<file path="src/rtl/mem_arbiter_if.sv">
// -----------------------------------------------------------------------------
// mem_arbiter_if
// Bundles the CPU port, VGA port and RAM-side bus of the two-port memory
// arbiter.
//   slave  : arbiter view (requests and mem_rdata in; acks, read returns,
//            RAM controls and wp_fault out)
//   master : environment view (CPU, VGA and RAM model)
// Signals:
//   cpu_req/cpu_we/cpu_adr/cpu_wdata  CPU request fields
//   cpu_ack/cpu_rvalid/cpu_rdata      CPU accept and read return
//   vga_req/vga_adr                   VGA read request
//   vga_ack/vga_rvalid/vga_rdata      VGA accept and read return
//   mem_en/mem_write/mem_read/mem_adr/mem_wdata  to the block RAM
//   mem_rdata                         from the block RAM
//   wp_fault                          sticky write-protect violation
// -----------------------------------------------------------------------------
interface mem_arbiter_if #(
    parameter int WIDTH         = 16,
    parameter int RAM_ADDR_BITS = 13
);
    logic                     cpu_req;
    logic                     cpu_we;
    logic [RAM_ADDR_BITS-1:0] cpu_adr;
    logic [WIDTH-1:0]         cpu_wdata;
    logic                     cpu_ack;
    logic                     cpu_rvalid;
    logic [WIDTH-1:0]         cpu_rdata;

    logic                     vga_req;
    logic [RAM_ADDR_BITS-1:0] vga_adr;
    logic                     vga_ack;
    logic                     vga_rvalid;
    logic [WIDTH-1:0]         vga_rdata;

    logic                     mem_en;
    logic                     mem_write;
    logic                     mem_read;
    logic [RAM_ADDR_BITS-1:0] mem_adr;
    logic [WIDTH-1:0]         mem_wdata;
    logic [WIDTH-1:0]         mem_rdata;

    logic                     wp_fault;

    modport slave (
        input  cpu_req, cpu_we, cpu_adr, cpu_wdata, vga_req, vga_adr, mem_rdata,
        output cpu_ack, cpu_rvalid, cpu_rdata, vga_ack, vga_rvalid, vga_rdata,
               mem_en, mem_write, mem_read, mem_adr, mem_wdata, wp_fault
    );

    modport master (
        output cpu_req, cpu_we, cpu_adr, cpu_wdata, vga_req, vga_adr, mem_rdata,
        input  cpu_ack, cpu_rvalid, cpu_rdata, vga_ack, vga_rvalid, vga_rdata,
               mem_en, mem_write, mem_read, mem_adr, mem_wdata, wp_fault
    );
endinterface

</file>
<file path="src/rtl/mem_arbiter.sv">
// -----------------------------------------------------------------------------
// mem_arbiter
// Merges a CPU load/store port and a VGA framebuffer read port onto a single
// negedge-clocked block RAM. VGA has fixed priority, but the CPU is granted
// after at most STARVE_MAX consecutive VGA grants while it waits.
// Pipeline: ack (comb, cycle c) -> RAM controls registered (c+1, RAM acts
// at the negedge) -> read data captured and rvalid asserted (c+2).
// Ports:
//   clk    system clock, all state on posedge
//   reset  asynchronous, active-high
//   bus    mem_arbiter_if.slave (CPU port, VGA port, RAM bus, wp_fault)
// Build option:
//   MEM_ARB_WP_EN  when defined, CPU writes below WP_LIMIT are acked but
//                  dropped, and wp_fault latches until reset. When undefined
//                  all writes pass through and wp_fault is tied 0.
// -----------------------------------------------------------------------------
module mem_arbiter #(
    parameter int WIDTH         = 16,
    parameter int RAM_ADDR_BITS = 13,
    parameter int STARVE_MAX    = 4
`ifdef MEM_ARB_WP_EN
    ,
    parameter logic [RAM_ADDR_BITS-1:0] WP_LIMIT = 'h0400
`endif
) (
    input  logic          clk,
    input  logic          reset,
    mem_arbiter_if.slave  bus
);

    localparam logic [3:0] STARVE_LIM = 4'(STARVE_MAX);

    logic [3:0] starve_cnt;
    logic       cpu_gnt;
    logic       vga_gnt;
    logic       wp_block;
    logic       rd_vld_p1;
    logic       rd_cpu_p1;

    function automatic logic [3:0] sat_inc(input logic [3:0] v);
        return (v == STARVE_LIM) ? v : v + 4'd1;
    endfunction

    // ---- stage p0: combinational grant ----
    // The CPU only wins a contested cycle once VGA has used up its run.
    always_comb begin
        vga_gnt = bus.vga_req && !(bus.cpu_req && (starve_cnt == STARVE_LIM));
        cpu_gnt = bus.cpu_req && !vga_gnt;
    end

    assign bus.cpu_ack = cpu_gnt;
    assign bus.vga_ack = vga_gnt;

`ifdef MEM_ARB_WP_EN
    assign wp_block = cpu_gnt && bus.cpu_we && (bus.cpu_adr < WP_LIMIT);
`else
    assign wp_block = 1'b0;
`endif

    // The count only measures an uninterrupted wait by the CPU.
    always_ff @(posedge clk or posedge reset) begin
        if (reset) begin
            starve_cnt <= 4'd0;
        end else if (!bus.cpu_req || cpu_gnt) begin
            starve_cnt <= 4'd0;
        end else if (vga_gnt) begin
            starve_cnt <= sat_inc(starve_cnt);
        end
    end

    // ---- stage p1: RAM controls, RAM samples them at the next negedge ----
    always_ff @(posedge clk or posedge reset) begin
        if (reset) begin
            bus.mem_en    <= 1'b0;
            bus.mem_write <= 1'b0;
            bus.mem_read  <= 1'b0;
            bus.mem_adr   <= '0;
            bus.mem_wdata <= '0;
            rd_vld_p1     <= 1'b0;
            rd_cpu_p1     <= 1'b0;
        end else begin
            bus.mem_en    <= (cpu_gnt || vga_gnt) && !wp_block;
            bus.mem_write <= cpu_gnt && bus.cpu_we && !wp_block;
            bus.mem_read  <= vga_gnt || (cpu_gnt && !bus.cpu_we);
            rd_vld_p1     <= vga_gnt || (cpu_gnt && !bus.cpu_we);
            rd_cpu_p1     <= cpu_gnt;
            // Address and write data hold when idle so the RAM bus stays quiet.
            if (vga_gnt) begin
                bus.mem_adr <= bus.vga_adr;
            end else if (cpu_gnt) begin
                bus.mem_adr   <= bus.cpu_adr;
                bus.mem_wdata <= bus.cpu_wdata;
            end
        end
    end

    // ---- stage p2: read data return to the tagged owner ----
    always_ff @(posedge clk or posedge reset) begin
        if (reset) begin
            bus.cpu_rvalid <= 1'b0;
            bus.vga_rvalid <= 1'b0;
            bus.cpu_rdata  <= '0;
            bus.vga_rdata  <= '0;
        end else begin
            bus.cpu_rvalid <= rd_vld_p1 && rd_cpu_p1;
            bus.vga_rvalid <= rd_vld_p1 && !rd_cpu_p1;
            if (rd_vld_p1 && rd_cpu_p1) begin
                bus.cpu_rdata <= bus.mem_rdata;
            end
            if (rd_vld_p1 && !rd_cpu_p1) begin
                bus.vga_rdata <= bus.mem_rdata;
            end
        end
    end

`ifdef MEM_ARB_WP_EN
    always_ff @(posedge clk or posedge reset) begin
        if (reset) begin
            bus.wp_fault <= 1'b0;
        end else if (wp_block) begin
            bus.wp_fault <= 1'b1;
        end
    end
`else
    assign bus.wp_fault = 1'b0;
`endif

endmodule

</file>
<file path="src/flat_wrapper.sv">
// flat-port wrapper written by rule: the top's interface ports become plain ports
module mem_arbiter_flat 
#(
    parameter int WIDTH         = 16,
    parameter int RAM_ADDR_BITS = 13,
    parameter int STARVE_MAX    = 4

)
  (clk, reset, bus_cpu_req, bus_cpu_we, bus_cpu_adr, bus_cpu_wdata, bus_vga_req, bus_vga_adr, bus_mem_rdata, bus_cpu_ack, bus_cpu_rvalid, bus_cpu_rdata, bus_vga_ack, bus_vga_rvalid, bus_vga_rdata, bus_mem_en, bus_mem_write, bus_mem_read, bus_mem_adr, bus_mem_wdata, bus_wp_fault);
  mem_arbiter_if #(.WIDTH(WIDTH), .RAM_ADDR_BITS(RAM_ADDR_BITS)) bus_i ();
  input  logic clk;
  input  logic reset;
  input wire logic [$bits(bus_i.cpu_req)-1:0] bus_cpu_req;
  input wire logic [$bits(bus_i.cpu_we)-1:0] bus_cpu_we;
  input wire logic [$bits(bus_i.cpu_adr)-1:0] bus_cpu_adr;
  input wire logic [$bits(bus_i.cpu_wdata)-1:0] bus_cpu_wdata;
  input wire logic [$bits(bus_i.vga_req)-1:0] bus_vga_req;
  input wire logic [$bits(bus_i.vga_adr)-1:0] bus_vga_adr;
  input wire logic [$bits(bus_i.mem_rdata)-1:0] bus_mem_rdata;
  output wire logic [$bits(bus_i.cpu_ack)-1:0] bus_cpu_ack;
  output wire logic [$bits(bus_i.cpu_rvalid)-1:0] bus_cpu_rvalid;
  output wire logic [$bits(bus_i.cpu_rdata)-1:0] bus_cpu_rdata;
  output wire logic [$bits(bus_i.vga_ack)-1:0] bus_vga_ack;
  output wire logic [$bits(bus_i.vga_rvalid)-1:0] bus_vga_rvalid;
  output wire logic [$bits(bus_i.vga_rdata)-1:0] bus_vga_rdata;
  output wire logic [$bits(bus_i.mem_en)-1:0] bus_mem_en;
  output wire logic [$bits(bus_i.mem_write)-1:0] bus_mem_write;
  output wire logic [$bits(bus_i.mem_read)-1:0] bus_mem_read;
  output wire logic [$bits(bus_i.mem_adr)-1:0] bus_mem_adr;
  output wire logic [$bits(bus_i.mem_wdata)-1:0] bus_mem_wdata;
  output wire logic [$bits(bus_i.wp_fault)-1:0] bus_wp_fault;
  assign bus_i.cpu_req = bus_cpu_req;
  assign bus_i.cpu_we = bus_cpu_we;
  assign bus_i.cpu_adr = bus_cpu_adr;
  assign bus_i.cpu_wdata = bus_cpu_wdata;
  assign bus_i.vga_req = bus_vga_req;
  assign bus_i.vga_adr = bus_vga_adr;
  assign bus_i.mem_rdata = bus_mem_rdata;
  assign bus_cpu_ack = bus_i.cpu_ack;
  assign bus_cpu_rvalid = bus_i.cpu_rvalid;
  assign bus_cpu_rdata = bus_i.cpu_rdata;
  assign bus_vga_ack = bus_i.vga_ack;
  assign bus_vga_rvalid = bus_i.vga_rvalid;
  assign bus_vga_rdata = bus_i.vga_rdata;
  assign bus_mem_en = bus_i.mem_en;
  assign bus_mem_write = bus_i.mem_write;
  assign bus_mem_read = bus_i.mem_read;
  assign bus_mem_adr = bus_i.mem_adr;
  assign bus_mem_wdata = bus_i.mem_wdata;
  assign bus_wp_fault = bus_i.wp_fault;
  mem_arbiter #(.WIDTH(WIDTH), .RAM_ADDR_BITS(RAM_ADDR_BITS), .STARVE_MAX(STARVE_MAX)) u_core (.clk(clk), .reset(reset), .bus(bus_i));
endmodule
</file>
<file path="config.mk">
export PLATFORM = sky130hd
export DESIGN_NAME = mem_arbiter_flat
export DESIGN_NICKNAME = d
export VERILOG_FILES = /design/src/rtl/mem_arbiter_if.sv /design/src/rtl/mem_arbiter.sv /design/src/flat_wrapper.sv
export SDC_FILE = /design/constraint.sdc
export NUM_CORES = 1
export LEC_CHECK = 0
export CAP_MARGIN = 20
export CELL_PAD_IN_SITES_DETAIL_PLACEMENT = 1
export CELL_PAD_IN_SITES_GLOBAL_PLACEMENT = 1
export CORE_MARGIN = 2
export CORE_UTILIZATION = 34
export DETAILED_ROUTE_END_ITERATION = 6
export PLACE_DENSITY_LB_ADDON = 0.1
export SETUP_SLACK_MARGIN = 0.15
export SYNTH_ARGS = -nofsm -noshare
export SYNTH_HDL_FRONTEND = slang
export SYNTH_SLANG_ARGS = --single-unit
</file>
<file path="constraint.sdc">
create_clock -name clk -period 6.3 [get_ports clk]
set_input_delay 1.26 -clock clk [delete_from_list [all_inputs] [get_ports clk]]
set_output_delay 1.26 -clock clk [all_outputs]
set_load 0.05 [all_outputs]
</file>
# After elaboration in Yosys (flattened, before gate mapping)
# Cells that the tools add are included.
# op_classes
n_addsub	1
bitwise	1
n_reduce_logical	19
n_eq_ne	2
n_mux	5
# op_table
op	count
13-bit 2-to-1 mux	2
4-bit 2-to-1 mux	3
1-bit logical AND	7
1-bit logical NOT	5
4-bit by 1-bit adder with 4-bit output, second input constant	1
4-bit by 3-bit == test with 1-bit output, second input constant	1
2-bit AND reduction	2
2-bit nonzero test	2
1-bit logical OR	3
2-bit by 1-bit inequality test with 1-bit output, second input constant	1
1-bit inverter	1
# totals
register_bits	71
word_cells	39

# Logic depth before layout (Yosys ltp)
# Gate-level depths: netlist (run 1).
# depth
word_depth	9
ltp_mapped	7

# Worst setup path before layout (run 1)
# Ideal clock, no wire load.
# synth_path
path_kind	input-to-output
startpoint	input port bus_cpu_req
endpoint	output port bus_cpu_ack
setup_slack_ns	3.149
arrival_time_ns	1.891
stages	3
required_time_ns	5.040
path_cell_list	nand4b_1 > o21ai_1 > buf_2
# synth_via
elab_chain_cells	5
# synth_rtl
element	line_no	rtl
start: declaration	flat_wrapper.sv:13	input wire logic [$bits(bus_i.cpu_req)-1:0] bus_cpu_req;
1-bit logical AND	mem_arbiter.sv:47	vga_gnt = bus.vga_req && !(bus.cpu_req && (starve_cnt == STARVE_LIM));
1-bit logical NOT	mem_arbiter.sv:47	
1-bit logical AND	mem_arbiter.sv:47	
1-bit logical NOT	mem_arbiter.sv:48	cpu_gnt = bus.cpu_req && !vga_gnt;
1-bit logical AND *	mem_arbiter.sv:48	
end: declaration	flat_wrapper.sv:20	output wire logic [$bits(bus_i.cpu_ack)-1:0] bus_cpu_ack;
# Every way passes the cells marked *; elsewhere a longest branch is shown, timed or not.

# Final worst setup path (run 1)
# Ends and elaborated chain as after synthesis.

==> results of run 1 <==
-- kinds of logic (layout without fill, tap and decap cells) --
| logic type | count (synthesis) | in the layout |
|---|---|---|
| simple gates | 26 | 26 |
| flops | 71 | 71 |
| buf+inv | 18 | 155 |
| other cells | 1 | 1 |
| compound gates | 15 | 15 |
| xor+xnor | 2 | 2 |
| mux | 48 | 48 |
| fa+ha+maj | 2 | 2 |
-- report_power, final --
| part | internal, mW | leakage [nW] | switching (mW) |
|---|---|---|---|
| Combinational | 0.183 | 0.875 | 0.290 |
| Clock | 0.253 | 0.118 | 0.166 |
| Sequential | 0.515 | 0.846 | 0.0280 |
-- worst max-delay path, cell delays in order --
cell             delay [ns]
clkdlybuf4s50_1        0.54
nand4b_1               0.17
o21ai_2                0.08
buf_4                  0.36
clkdlybuf4s50_1        0.89
-- layout by cell type (no fill, tap or decap), drive strengths merged --
cell	instances
a221o	13
and2	15
buf	2
bufinv	2
clkbuf	12
clkdlybuf4s50	130
clkinv	1
conb	1
dfrtp	71
ha	2
inv	8
mux2	48
nand2	1
nand2b	1
nand3	2
nand3b	1
nand4b	1
nor2	5
o21ai	1
o21bai	1
xnor2	1
xor2	1
-- through the flow --
step,util (%),power (mW),setup slack [ns]
floorplan,-,0.8447,3.149
global placement,53.04,1.022,1.753
detailed placement,53.04,1.030,1.703
CTS,55.99,1.451,1.693
global route,55.99,1.496,1.610
finish,55.99,1.434,1.736
-- cell type report --
type | count | area, µm² | area share [%]
Tap cell | 102 | 127.6 | 2.919
Inverter | 8 | 30.03 | 0.6869
Multi-Input combinational cell | 94 | 890.9 | 20.38
Timing Repair Buffer | 132 | 1316 | 30.11
Clock inverter | 3 | 65.06 | 1.488
Sequential cell | 71 | 1777 | 40.64
Clock buffer | 12 | 165.2 | 3.778
-- sequential cells by signal, summed over array words and instances, names as in the netlist --
signal and cells:
u_core.bus.mem_read 1, u_core.bus.mem_write 1, u_core.bus.cpu_rdata 16, u_core.starve_cnt 4
u_core.bus.vga_rdata 16, u_core.bus.mem_adr 13, u_core.bus.cpu_rvalid 1, u_core.rd_cpu_p1 1
u_core.bus.mem_wdata 16, u_core.bus.mem_en 1, u_core.bus.vga_rvalid 1
-- layer usage --
metal  vias to the layer above  global-route usage (%)  wire (µm)
met1                       974                   20.29       2829
met3                         8                   5.538        539
met4                         0                   6.884         84
met2                        83                   27.50       3525
li1                        896                       -          -
met5                         -                       0          0
-- synth_stat cells --
library cell,count
and2_4,1
o21ai_1,1
nand2_1,1
o21bai_1,1
nand2b_1,1
buf_4,3
a221o_2,5
and2_1,14
ha_1,2
nand4b_1,1
buf_8,1
inv_1,8
mux2_2,48
nand3b_1,1
xnor2_1,1
dfrtp_1,71
nand3_1,2
buf_6,1
a221o_1,8
clkbuf_1,1
xor2_1,1
buf_2,4
nor2_1,5
conb_1,1
-- worst paths after layout --
check | slack (ns) | cells after the start | startpoint | endpoint
min | 0.49 | 1 | u_core.starve_cnt[0]$_DFFE_PP0P_ | u_core.starve_cnt[0]$_DFFE_PP0P_
min reg2reg | 0.49 | 1 | u_core.starve_cnt[0]$_DFFE_PP0P_ | u_core.starve_cnt[0]$_DFFE_PP0P_
min in group asynchronous | 1.52 | 3 | reset | u_core.bus.mem_wdata[7]$_DFFE_PP0P_
max in group asynchronous | 4.21 | 3 | reset | u_core.bus.vga_rdata[1]$_DFFE_PP0P_
max reg2reg | 4.51 | 6 | u_core.starve_cnt[0]$_DFFE_PP0P_ | u_core.bus.mem_wdata[15]$_DFFE_PP0P_
max | 1.74 | 5 | bus_cpu_req | bus_cpu_ack
==> flow_summary_export.csv, run 1 <==
group,metric,value,unit
run_status,status,"completed",
clocking,root_buffer,"clkbuf_8",
global_route,grt_pass1_wl,11.18,mm
place,placed_area,0.004141,mm²
place,io_buffers,130,
synth,synth-compound-area-share,5.382,%
synth,synth_cells,183,
timing,fin_crit_sh,72.44,%
timing,period_needed,4.564,ns
place,placed_cells,407,
synth,syn_nets,248,
global_route,grt_pass1_vias,2212,
clocking,clkSinkCount,71,
synth,synth_top_family_by_area,"multiplexers",
final_layout,drive_gt1_share,22.81,%
clocking,htreeDepth,3,
pwr,powerDensity,328.1,mW/mm²
final_layout,synthToLayoutAreaGrowth,58.03,%
timing,hold_viol_final,0,
global_route,antenna_found_initial,0,
clocking,cts_tree,"built",
timing,worst_pin_slew,0.8907,ns
place,dp_hpwl,4.934,mm
clocking,cts_buffer_depth,2,
setup_path,path_max_fanout,32,
floorplan,die_w,94.20,µm
global_route,grt_max_degree,72,
floorplan,coreArea,0.007807,mm²
synth,synth_area,0.002766,mm²
setup_path,crit_path_end_kind,"output pin",
route,vias,1961,
route,routed_wirelength,6.979,mm
final_layout,fillers,791,
synth,synth_cell_types,24,
final_layout,nets,381,
timing,fmax,219.1,MHz
clocking,numCtsBuffers,9,
timing,whs,0.4877,ns
synth,synth_top_area_share,64.22,%
synth,synth-simple-area-share,5.473,%
floorplan,io_pins,132,
timing,maxSlewHeadroom,40.62,%
timing,slew_viol_final,0,
timing,rsz0062_at_grt,"no",
synth,synth.avg_cell_area,15.12,µm²
route,wl_per_cell,16.54,µm
final_layout,diodes,0,
pwr,p_leak,1.839,nW
setup_path,crit_type,"in -> out",
setup_path,required,5.04,ns
place,place.gp.congestion,0.7358,
synth,ys_ff_latch,71,
timing,fin_skew,0.009378,ns
route,first_iter_violations,60,
setup_path,cp-start-kind,"input pin",
synth,synth_top_area_cell,"dfrtp_1",
floorplan,dieArea,0.008874,mm²
job,maxCapViolations,0,
pwr,ir_drop,0.1442,mV
synth,seq_area_frac_synth,64.22,%
floorplan,rows,32,
setup_path,crit_arrival,3.30,ns
clocking,post_cts_buffers,0,
route,drcViolationCount,0,
timing,setup_viol,0,
synth,synthMuxAreaShare,19.54,%
synth,ys_warn_count,0,
hold_path,hold_path.class,"reg -> reg",
clocking,clk_pin_slew,0.07,ns
route,detail_route.first_pass.iterations,4,
floorplan,initial_core_util,35.43,%
final_layout,design_area,0.004372,mm²
timing,finalSetupTns,0,ns
clocking,hold_buffers,0,
synth,synth_area_leaders,"dfrtp_1, mux2_2, and2_1",
route,viasPerCell,4.647,
global_route,overflow,0,
route,ant_nets,0,
synth,synthXorXnorAreaFrac,0.6332,%
clocking,cts_resized,0,
floorplan,die_h,94.20,µm
global_route,grt_usage,16.77,%
final_layout,finalNonFillerCells,422,
synth,synthAdderAreaFrac,0.9046,%
clocking,insertion_delay,0.34,ns
(Power assumes the default switching activity.)
==> inputs of run 2 (changes only) <==
--- a/config.mk
+++ b/config.mk
@@ -9,7 +9,7 @@
 export CELL_PAD_IN_SITES_DETAIL_PLACEMENT = 1
 export CELL_PAD_IN_SITES_GLOBAL_PLACEMENT = 1
 export CORE_MARGIN = 2
-export CORE_UTILIZATION = 34
+export CORE_UTILIZATION = 28
 export DETAILED_ROUTE_END_ITERATION = 6
 export PLACE_DENSITY_LB_ADDON = 0.1
 export SETUP_SLACK_MARGIN = 0.15
==> constraint.sdc (replaced) <==
create_clock -name clk -period 3.7 [get_ports clk]
set_input_delay 0.74 -clock clk [delete_from_list [all_inputs] [get_ports clk]]
set_output_delay 0.74 -clock clk [all_outputs]
set_load 0.05 [all_outputs]
==> run 2 against run 1 <==
  * Sequential power is 71% higher
  * Global-route usage is 3.0 points lower
  * Die area is 20% higher
==> flow_summary_export.csv, run 2 (synthesis gave the netlist of run 1 again) <==
group,metric,value,unit
run_status,status,"completed",
setup_path,crit_path_end_kind,"output pin",
setup_path,crit_arrival,2.46,ns
global_route,grt_usage,13.80,%
timing,slew_viol_final,0,
route,routed_wirelength,7.175,mm
timing,fin_crit_sh,86.43,%
pwr,swShare,34.03,%
pwr,p_leak,1.854,nW
hold_path,hold_path.class,"reg -> reg",
final_layout,final_common_cell,"clkdlybuf4s50_1",
clocking,root_buffer,"clkbuf_8",
final_layout,nets,381,
floorplan,die_w,103.4,µm
timing,hold_viol_final,0,
global_route,grt_pass1_vias,2108,
global_route,grt_max_degree,72,
pwr,p_int,1.641,mW
route,detail_route.first_pass.iterations,4,
timing,fmax,312.7,MHz
place,io_buffers,130,
final_layout,fillers,1025,
place,dp_hpwl,5.114,mm
global_route,overflow,0,
setup_path,crit_type,"in -> out",
route,wl_per_cell,15.80,µm
clocking,cts_resized,0,
route,viasPerCell,4.348,
setup_path,required,2.96,ns
final_layout,drive_gt1_share,23.36,%
floorplan,rows,36,
final_layout,finalNonFillerCells,454,
final_layout,diodes,0,
floorplan,initial_core_util,28.57,%
route,drcViolationCount,0,
final_layout,layout_common_cells,"clkdlybuf4s50_1, dfrtp_1, mux2_2",
clocking,insertion_delay,0.34,ns
setup_path,path_max_fanout,15,
floorplan,coreArea,0.009684,mm²
pwr,powerDensity,559.1,mW/mm²
timing,period_needed,3.198,ns
clocking,cts_buffer_depth,2,
clocking,numCtsBuffers,9,
clocking,cts_tree,"built",
timing,rsz0062_at_grt,"no",
floorplan,io_pins,132,
timing,maxSlewHeadroom,41.64,%
clocking,post_cts_buffers,0,
route,ant_nets,0,
final_layout,synthToLayoutAreaGrowth,60.79,%
global_route,antenna_found_initial,0,
timing,setup_viol,0,
pwr,p_sw,0.8463,mW
clocking,htreeDepth,3,
route,vias,1974,
setup_path,cp-start-kind,"input pin",
timing,finalSetupTns,0,ns
job,maxCapViolations,0,
clocking,hold_buffers,0,
pwr,clkPwrFrac,30.3,%
clocking,clkSinkCount,71,
global_route,grt_pass1_wl,11.05,mm
clocking,clk_pin_slew,0.07,ns
floorplan,dieArea,0.01069,mm²
pwr,power_frac_seq,37.3,%
timing,fin_skew,0.01150,ns
timing,worst_pin_slew,0.8754,ns
floorplan,die_h,103.4,µm
route,first_iter_violations,20,
pwr,combPwrFrac,32.5,%
pwr,ir_drop,0.2211,mV
place,placed_cells,438,
place,place.gp.congestion,0.6878,
final_layout,top_regs,"u_core.bus.cpu_rdata: 16 flops, u_core.bus.mem_wdata: 16 flops, u_core.bus.vga_rdata: 16 flops",
run 2: cell count changes in the layout (fill, tap and decap cells not counted), sizes merged:
cell and change:
clkdlybuf4s50 -1, buf +1, clkbuf -3, clkinv +3, bufinv +1
run 2: layout make-up:
cell class	instances	area, µm²	share of cell area, %
well taps	133	166.4	3.741
clock inverters	7	121.4	2.729
flip-flops and latches	71	1777	39.94
repair buffers	132	1339	30.10
inverters	8	30.03	0.6751
multi-input cells	94	890.9	20.03
clock buffers	9	123.9	2.785
run 2: per-layer routing:
| metal | GRT usage (%) | share of wire, % | up-vias |
|---|---|---|---|
| li1 | - | - | 902 |
| met1 | 17.16 | 43 | 998 |
| met2 | 22.83 | 50 | 65 |
| met3 | 3.562 | 5.5 | 9 |
| met4 | 5.769 | 1.6 | 0 |
| met5 | 0 | 0 | - |
run 2: path summary, 6_finish.rpt:
check	slack (ns)	cells past startpoint	start	endpoint
min	0.49	1	u_core.starve_cnt[0]$_DFFE_PP0P_	u_core.starve_cnt[0]$_DFFE_PP0P_
min reg2reg	0.49	1	u_core.starve_cnt[0]$_DFFE_PP0P_	u_core.starve_cnt[0]$_DFFE_PP0P_
max in group asynchronous	2.58	3	reset	u_core.bus.mem_read$_DFF_PP0_
max reg2reg	1.84	6	u_core.starve_cnt[0]$_DFFE_PP0P_	u_core.bus.mem_wdata[2]$_DFFE_PP0P_
max	0.50	4	bus_cpu_req	bus_vga_ack
min in group asynchronous	0.78	3	reset	u_core.bus.mem_wdata[11]$_DFFE_PP0P_
run 2: critical path, stage by stage:
cell             delay, ns
clkdlybuf4s50_1       0.45
nand4b_1              0.16
and2_4                0.27
clkdlybuf4s50_1       0.83
run 2: power by group through the flow:
| stage | combinational, mW | sequential [mW] | clock [mW] |
|---|---|---|---|
| after global routing | 0.844 | 0.940 | 0.815 |
| after global placement | 0.810 | 0.939 | 0 |
| final | 0.807 | 0.927 | 0.753 |
| after detailed placement | 0.816 | 0.942 | 0 |
| after floorplan | 0.144 | 1.29 | 0 |
| after CTS | 0.817 | 0.928 | 0.779 |
run 2: through the flow:
| stage | util, % | setup slack (ns) | area (µm²) | hold WS [ns] | power (mW) |
|---|---|---|---|---|---|
| global placement | 43.40 | 0.5039 | 4203 | 0.4705 | 1.749 |
| finish | 45.93 | 0.5020 | 4448 | 0.4929 | 2.487 |
| global route | 45.93 | 0.4239 | 4448 | 0.5032 | 2.599 |
| floorplan | - | 1.163 | 2766 | 0.4531 | 1.438 |
| CTS | 45.93 | 0.4893 | 4448 | 0.4955 | 2.525 |
| detailed placement | 43.40 | 0.4901 | 4203 | 0.4844 | 1.758 |
